==> src/rtl/debnc_scan.sv <==
// Multi-channel debouncer: one shared sample-tick prescaler drives per-channel stability integrators.
// Define DEBNC_SCAN_EVENTS_EN to build the round-robin edge-event queue (valid/ready) and overrun flag.

module debnc_scan_chan #(
    parameter int Stable = 4,
    parameter int CW     = 3
) (
    input  logic clock,
    input  logic reset,
    input  logic tick_i,
    input  logic s_i,
    output logic level_o,
    output logic change_o
);
    logic [CW-1:0] cnt_q, cnt_d;
    logic          level_q, level_d;

    always_comb begin
        cnt_d    = cnt_q;
        level_d  = level_q;
        change_o = 1'b0;
        if (tick_i) begin
            if (s_i == level_q) begin
                cnt_d = '0;
            end else if (cnt_q == CW'(Stable - 1)) begin
                level_d  = ~level_q;
                cnt_d    = '0;
                change_o = 1'b1;
            end else begin
                cnt_d = cnt_q + CW'(1);
            end
        end
    end

    always_ff @(posedge clock) begin
        if (reset) begin
            cnt_q   <= '0;
            level_q <= 1'b0;
        end else begin
            cnt_q   <= cnt_d;
            level_q <= level_d;
        end
    end

    assign level_o = level_q;
endmodule

module debnc_scan #(
    parameter int Channels = 8,
    parameter int TickDiv  = 64,
    parameter int Stable   = 4,
    parameter int Inverted = 0,
    localparam int CHW     = (Channels > 1) ? $clog2(Channels) : 1
) (
    input  logic                clock,
    input  logic                reset,
    input  logic [Channels-1:0] sigin,
    output logic [Channels-1:0] sigout,
    output logic                evt_valid,
    input  logic                evt_ready,
    output logic [CHW-1:0]      evt_chan,
    output logic                evt_rise,
    output logic                overrun
);
    localparam int PW = $clog2(TickDiv);
    localparam int CW = $clog2(Stable + 1);

    logic [Channels-1:0] sync1_q, sync2_q, s, change;
    logic [PW-1:0]       presc_q;
    logic                tick;

    assign tick = (presc_q == PW'(TickDiv - 1));
    assign s    = (Inverted != 0) ? ~sync2_q : sync2_q;

    always_ff @(posedge clock) begin
        if (reset) begin
            sync1_q <= '0;
            sync2_q <= '0;
            presc_q <= '0;
        end else begin
            sync1_q <= sigin;
            sync2_q <= sync1_q;
            presc_q <= tick ? '0 : presc_q + PW'(1);
        end
    end

    for (genvar i = 0; i < Channels; i++) begin : g_chan
        debnc_scan_chan #(.Stable(Stable), .CW(CW)) u_chan (
            .clock    (clock),
            .reset    (reset),
            .tick_i   (tick),
            .s_i      (s[i]),
            .level_o  (sigout[i]),
            .change_o (change[i])
        );
    end

`ifdef DEBNC_SCAN_EVENTS_EN
    typedef enum logic {IDLE, PRESENT} state_t;

    state_t              state_q, state_d;
    logic [Channels-1:0] pend_q, pend_d, dir_q, dir_d, clr;
    logic [CHW-1:0]      rr_q, rr_d, chan_q, chan_d, pick, cand;
    logic                rise_q, rise_d, ovr_q, ovr_d, found, accept;

    // First pending channel at or after the round-robin pointer, wrapping.
    always_comb begin
        int idx;
        idx   = 0;
        cand  = '0;
        pick  = rr_q;
        found = 1'b0;
        for (int k = 0; k < Channels; k++) begin
            idx = int'(rr_q) + k;
            if (idx >= Channels) idx = idx - Channels;
            cand = CHW'(idx);
            if (!found && pend_q[cand]) begin
                found = 1'b1;
                pick  = cand;
            end
        end
    end

    // A change landing on the channel being accepted keeps it pending, so it is re-presented.
    always_comb begin
        accept  = (state_q == PRESENT) && evt_ready;
        clr     = '0;
        if (accept) clr[chan_q] = 1'b1;
        pend_d  = (pend_q & ~clr) | change;
        dir_d   = (dir_q & ~change) | (change & ~sigout);
        ovr_d   = |(change & pend_q & ~clr);
        state_d = state_q;
        chan_d  = chan_q;
        rise_d  = rise_q;
        rr_d    = rr_q;
        case (state_q)
            IDLE: if (found) begin
                chan_d  = pick;
                rise_d  = dir_q[pick];
                state_d = PRESENT;
            end
            PRESENT: if (evt_ready) begin
                state_d = IDLE;
                rr_d    = (chan_q == CHW'(Channels - 1)) ? '0 : chan_q + CHW'(1);
            end
            default: state_d = IDLE;
        endcase
    end

    always_ff @(posedge clock) begin
        if (reset) begin
            state_q <= IDLE;
            pend_q  <= '0;
            dir_q   <= '0;
            rr_q    <= '0;
            chan_q  <= '0;
            rise_q  <= 1'b0;
            ovr_q   <= 1'b0;
        end else begin
            state_q <= state_d;
            pend_q  <= pend_d;
            dir_q   <= dir_d;
            rr_q    <= rr_d;
            chan_q  <= chan_d;
            rise_q  <= rise_d;
            ovr_q   <= ovr_d;
        end
    end

    assign evt_valid = (state_q == PRESENT);
    assign evt_chan  = chan_q;
    assign evt_rise  = rise_q;
    assign overrun   = ovr_q;
`else
    logic unused_evt;
    assign unused_evt = ^{evt_ready, change};
    assign evt_valid  = 1'b0;
    assign evt_chan   = '0;
    assign evt_rise   = 1'b0;
    assign overrun    = 1'b0;
`endif
endmodule
==> config.mk <==
export PLATFORM = sky130hd
export DESIGN_NAME = debnc_scan
export DESIGN_NICKNAME = d
export VERILOG_FILES = /design/src/rtl/debnc_scan.sv
export SDC_FILE = /design/constraint.sdc
export NUM_CORES = 1
export LEC_CHECK = 0
export CAP_MARGIN = 25
export CORE_MARGIN = 5
export CORE_UTILIZATION = 50
export CTS_BUF_LIST = sky130_fd_sc_hd__clkbuf_16
export CTS_CLUSTER_SIZE = 30
export DETAILED_ROUTE_END_ITERATION = 16
export GPL_ROUTABILITY_DRIVEN = 1
export PLACE_DENSITY = 0.71
export SYNTH_ARGS = -nofsm -noshare
export SYNTH_HDL_FRONTEND = slang
export SYNTH_SLANG_ARGS = --single-unit
==> constraint.sdc <==
create_clock -name clock -period 1.3 [get_ports clock]
set_input_delay 0.195 -clock clock [delete_from_list [all_inputs] [get_ports clock]]
set_output_delay 0.195 -clock clock [all_outputs]
set_load 0.005 [all_outputs]
Word-level counts from Yosys, hierarchy flattened
Cells that the tools add are included.
W data, S select, Z words.
- reduce and logical (&&, ||, !) cells: 9
- add/sub/neg operators: 9
- bitwise gates (word level): 16
- equality and inequality tests: 17
- mux-type cells: 16
- operators with widths (operator ; count):
    $mux W3 ; 16
    $add A3 B1 Y3 const B ; 8
    $eq A3 B2 Y1 const B ; 8
    $reduce_and A3 Y1 ; 8
    $not A1 Y1 ; 16
    $eq A1 B1 Y1 ; 8
    $add A6 B1 Y6 const B ; 1
    $eq A6 B6 Y1 const B ; 1
    $reduce_or A2 Y1 ; 1
- output and inout port bits: 14
- logic and storage cells: 86
- flip-flop bits (word level): 54
- input bits: 11

Depth between registers and ports, before layout
- depth in word-level cells: 3
- mapped depth: 6
- mapped depth without buffers: 4

Hierarchy
A second synthesis with hierarchy kept.
- cell total of the unflattened synthesis: 224
- area total of the unflattened synthesis: 2243.4 um^2
- modules (own cells, without submodules) (module ; area an instance (um^2) ; times used ; seq. area each (um^2) ; cells an instance):
    debnc_scan_chan ; 191.4 ; 8 ; 80.1 ; 20
    debnc_scan ; 711.9 ; 1 ; 440.4 ; 64

Worst setup path before layout
No wires, ideal clock.
- path kind: reg2reg
- start: register presc_q[0]
- end: register g_chan[0].u_chan.level_q
- path buffers: 2
- slack: -25 ps
- period minus slack after synthesis: 1325 ps
- cell stages (with the launch flop): 7
- arrival: 1255 ps
- setup time: 70 ps
- data required time: 1230 ps
- cells stage by stage: dfxtp_1 -> ha_1 -> and3_1 -> buf_4 -> buf_6 -> a31o_1 -> a21oi_1
- word-level cells in the longest chain between the ends: 2
- RTL lines (what ; line ; RTL):
    start, declared ; 69 ; logic [PW-1:0] presc_q;
    start signal, assigned ; 83 ; presc_q <= tick ? '0 : presc_q + PW'(1);
    $eq A6 B6 Y1 ; 72 ; assign tick = (presc_q == PW'(TickDiv - 1));
    $reduce_and A3 Y1 (no source line) ; -- ;
    end signal, assigned ; 41 ; level_q <= level_d;
    end, declared ; 16 ; logic level_q, level_d;
No other way between the ends.
A chain may end at the register's enable or synchronous reset.

Final worst setup path
- start: register presc_q[1]
- end: register g_chan[5].u_chan.cnt_q[2]
- word-level cells in the longest chain between the ends: 1
- RTL lines (what ; line ; RTL):
    $eq A6 B6 Y1 ; 72 ;
    end signal, assigned ; 40 ; cnt_q <= cnt_d;
    end, declared ; 15 ; logic [CW-1:0] cnt_q, cnt_d;
No other way between the ends.

==> impl_metrics.ini <==
[timing]
worst_slack_ps = -33.57
skew_ps = 6.931
drv_slew = 0
max_freq_ghz = 0.7499
setup_viol = 11
min_period_over_period_pct = 102.6
tns_ps = -237.1
hold_viol = 0
rsz0062_at_grt = yes
period_needed_ps = 1334

[min_path]
holdPathStages = 3
min-delay-path-class = input port to flop

[floorplan]
pin_count = 25
fp-row-count = 25
die_w_um = 80.11
die_h_um = 80.11
start_util_pct = 51.68
design.core.area_mm2 = 0.004755
die_area_mm2 = 0.006417

[yosys]
syn_area_mm2 = 0.002457
synth.most_common_cell = dfxtp_1
synth_top_cell_area_share_pct = 43.99
synthTopCellsByArea = dfxtp_1, nor2b_1, buf_4
synth_top_cells_by_count = dfxtp_1, nor2b_1, buf_4
async_reset_ff_share_pct = 0
syn_avg_cell_area_um2 = 9.909
synth_edf_count = 0
syn_inst = 248
synth_ff_type = dfxtp_1
ys.warnings.count = 0
synth_seq_cells = 54
synth_top_cell_by_area = dfxtp_1
seq_area_frac_synth_pct = 43.99
synth.distinct_cells = 34

[clocking]
clock_sink_count = 54
h-tree-depth = 2
cts_buffers = 5
cts_tree = built
cts_root_buf = clkbuf_16
clk_path_buf_depth = 2
path_clk_slew_ps = 70
ctsHoldBuffers = 0
insertion_delay_ps = 280

[global_route]
grt_pass1_vias = 1722
grt_max_degree = 25
grt_pass1_wl_um = 7941
grt_overflow_total = 0
antenna_found_initial = 0
grt_usage_pct = 15.42

[worst_setup_path]
crit_arrival_ps = 1510
endpoint_kind = flop
reg2reg_depth = 6
cp-start-kind = flop
cp.required_ps = 1480
crit_type = flop to flop
path_max_fanout = 6

[place]
dp_hpwl_um = 2887
gp_congestion = 0.7622
placed_area_mm2 = 0.002681
io_buffers = 17

[cells_and_area]
syn_to_final_growth_pct = 22.00
nNetsFinal = 291
utilization_pct = 63.05
diodes = 0
final_area_mm2 = 0.002998
drive_gt1_share_pct = 20.66

[outcome]
outcome = finished with violations
violations = negative setup slack

[route]
vias = 1742
wl_per_cell_um = 13.36
drt-initial-drc-count = 137
drc = 0
viasPerCell = 5.154
first_pass_iters = 4
routed_wl_um = 4516
ant_nets = 0

[power_and_ir_drop]
p_per_area_mw_per_mm2 = 1096
power_uw = 3284
p_leak_uw = 0.001203
peakVddDrop_mv = 0.7388

[job]
maxCapViolations = 0
cells in the final DEF (no fill, tap or decap), types with 10 or more instances in the layout:
master   netlist  final
a21oi_1       13     12
a31o_1        13     13
nor2b_1       30     29
dfxtp_2        0     11
xnor2_1       10     10
inv_1         11     11
buf_4         19     16
dfxtp_1       54     43
power breakdown:
| group | leakage, µW | internal [µW] | switching, µW |
|---|---|---|---|
| Sequential | 0.000444 | 1690 | 16.4 |
| Clock | 0.0000773 | 891 | 535 |
| Combinational | 0.000681 | 86.4 | 69.4 |
layout make-up:
| class | count | area, µm² |
|---|---|---|
| clock buffer | 5 | 125.1 |
| clock inverter | 2 | 33.78 |
| fill | 403 | 1757 |
| inverter | 11 | 41.29 |
| multi-input combinational | 158 | 1185 |
| sequential | 54 | 1095 |
| tap | 67 | 83.83 |
| timing repair buffer | 41 | 434.2 |
worst max-delay path, cell delays in order, from the launching register on:
cell and delay, ps:
dfxtp_2 350, ha_4 140, and3_4 230, buf_12 140, buf_4 110, o211ai_1 80
and3b_1 180
state kept, by name, indices dropped and copies added (netlist names):
name                   count
presc_q                    6
sync1_q                    8
s                          8
g_chan.u_chan.cnt_q       24
g_chan.u_chan.level_o      8
per-stage QoR:
step                cells  setup WS [ps]  hold slack, ps
CTS                   334         -44.25           303.0
floorplan             253          4.396           323.2
global route          338         -87.02           322.9
detailed placement    324         -69.98           425.4
finish                338         -33.57           308.6
global placement      324         -36.07           418.1
path summary, 6_finish.rpt:
| kind | startpoint | end | slack (ps) |
|---|---|---|---|
| max reg2reg | presc_q[1] | g_chan[5].u_chan.cnt_q[2] | -30 |
| min | reset | g_chan[3].u_chan.level_o | 310 |
| max | presc_q[1] | g_chan[5].u_chan.cnt_q[2] | -30 |
| min reg2reg | sync1_q[7] | s[7] | 440 |
timing repair:
action,CTS,global route
buffers inserted,1,5
gates cloned,2,0
endpoints found under the setup margin,27,26
pin swaps,9,6
resized for setup,23,14
cells by family (layout without fill, tap and decap cells):
| kind of cell | count (synthesis) | after routing | share of synthesized area (%) |
|---|---|---|---|
| other cells | 1 | 6 | 0.1526 |
| flops | 54 | 54 | 43.99 |
| simple gates | 78 | 78 | 20.06 |
| fa+ha+maj | 9 | 9 | 4.583 |
| buf+inv | 41 | 59 | 10.79 |
| compound gates | 54 | 54 | 16.50 |
| xor+xnor | 11 | 11 | 3.920 |
per-layer routing:
| layer | routed length [µm] | vias up | GRT usage [%] | share of wire, % |
|---|---|---|---|---|
| li1 | - | 902 | - | - |
| met1 | 2184 | 820 | 20.73 | 48 |
| met2 | 2177 | 18 | 25.00 | 48 |
| met3 | 113 | 2 | 2.578 | 2.5 |
| met4 | 40 | 0 | 5.236 | 0.89 |
| met5 | 0 | - | 0 | 0 |
Power figures use the tool's default switching activity.
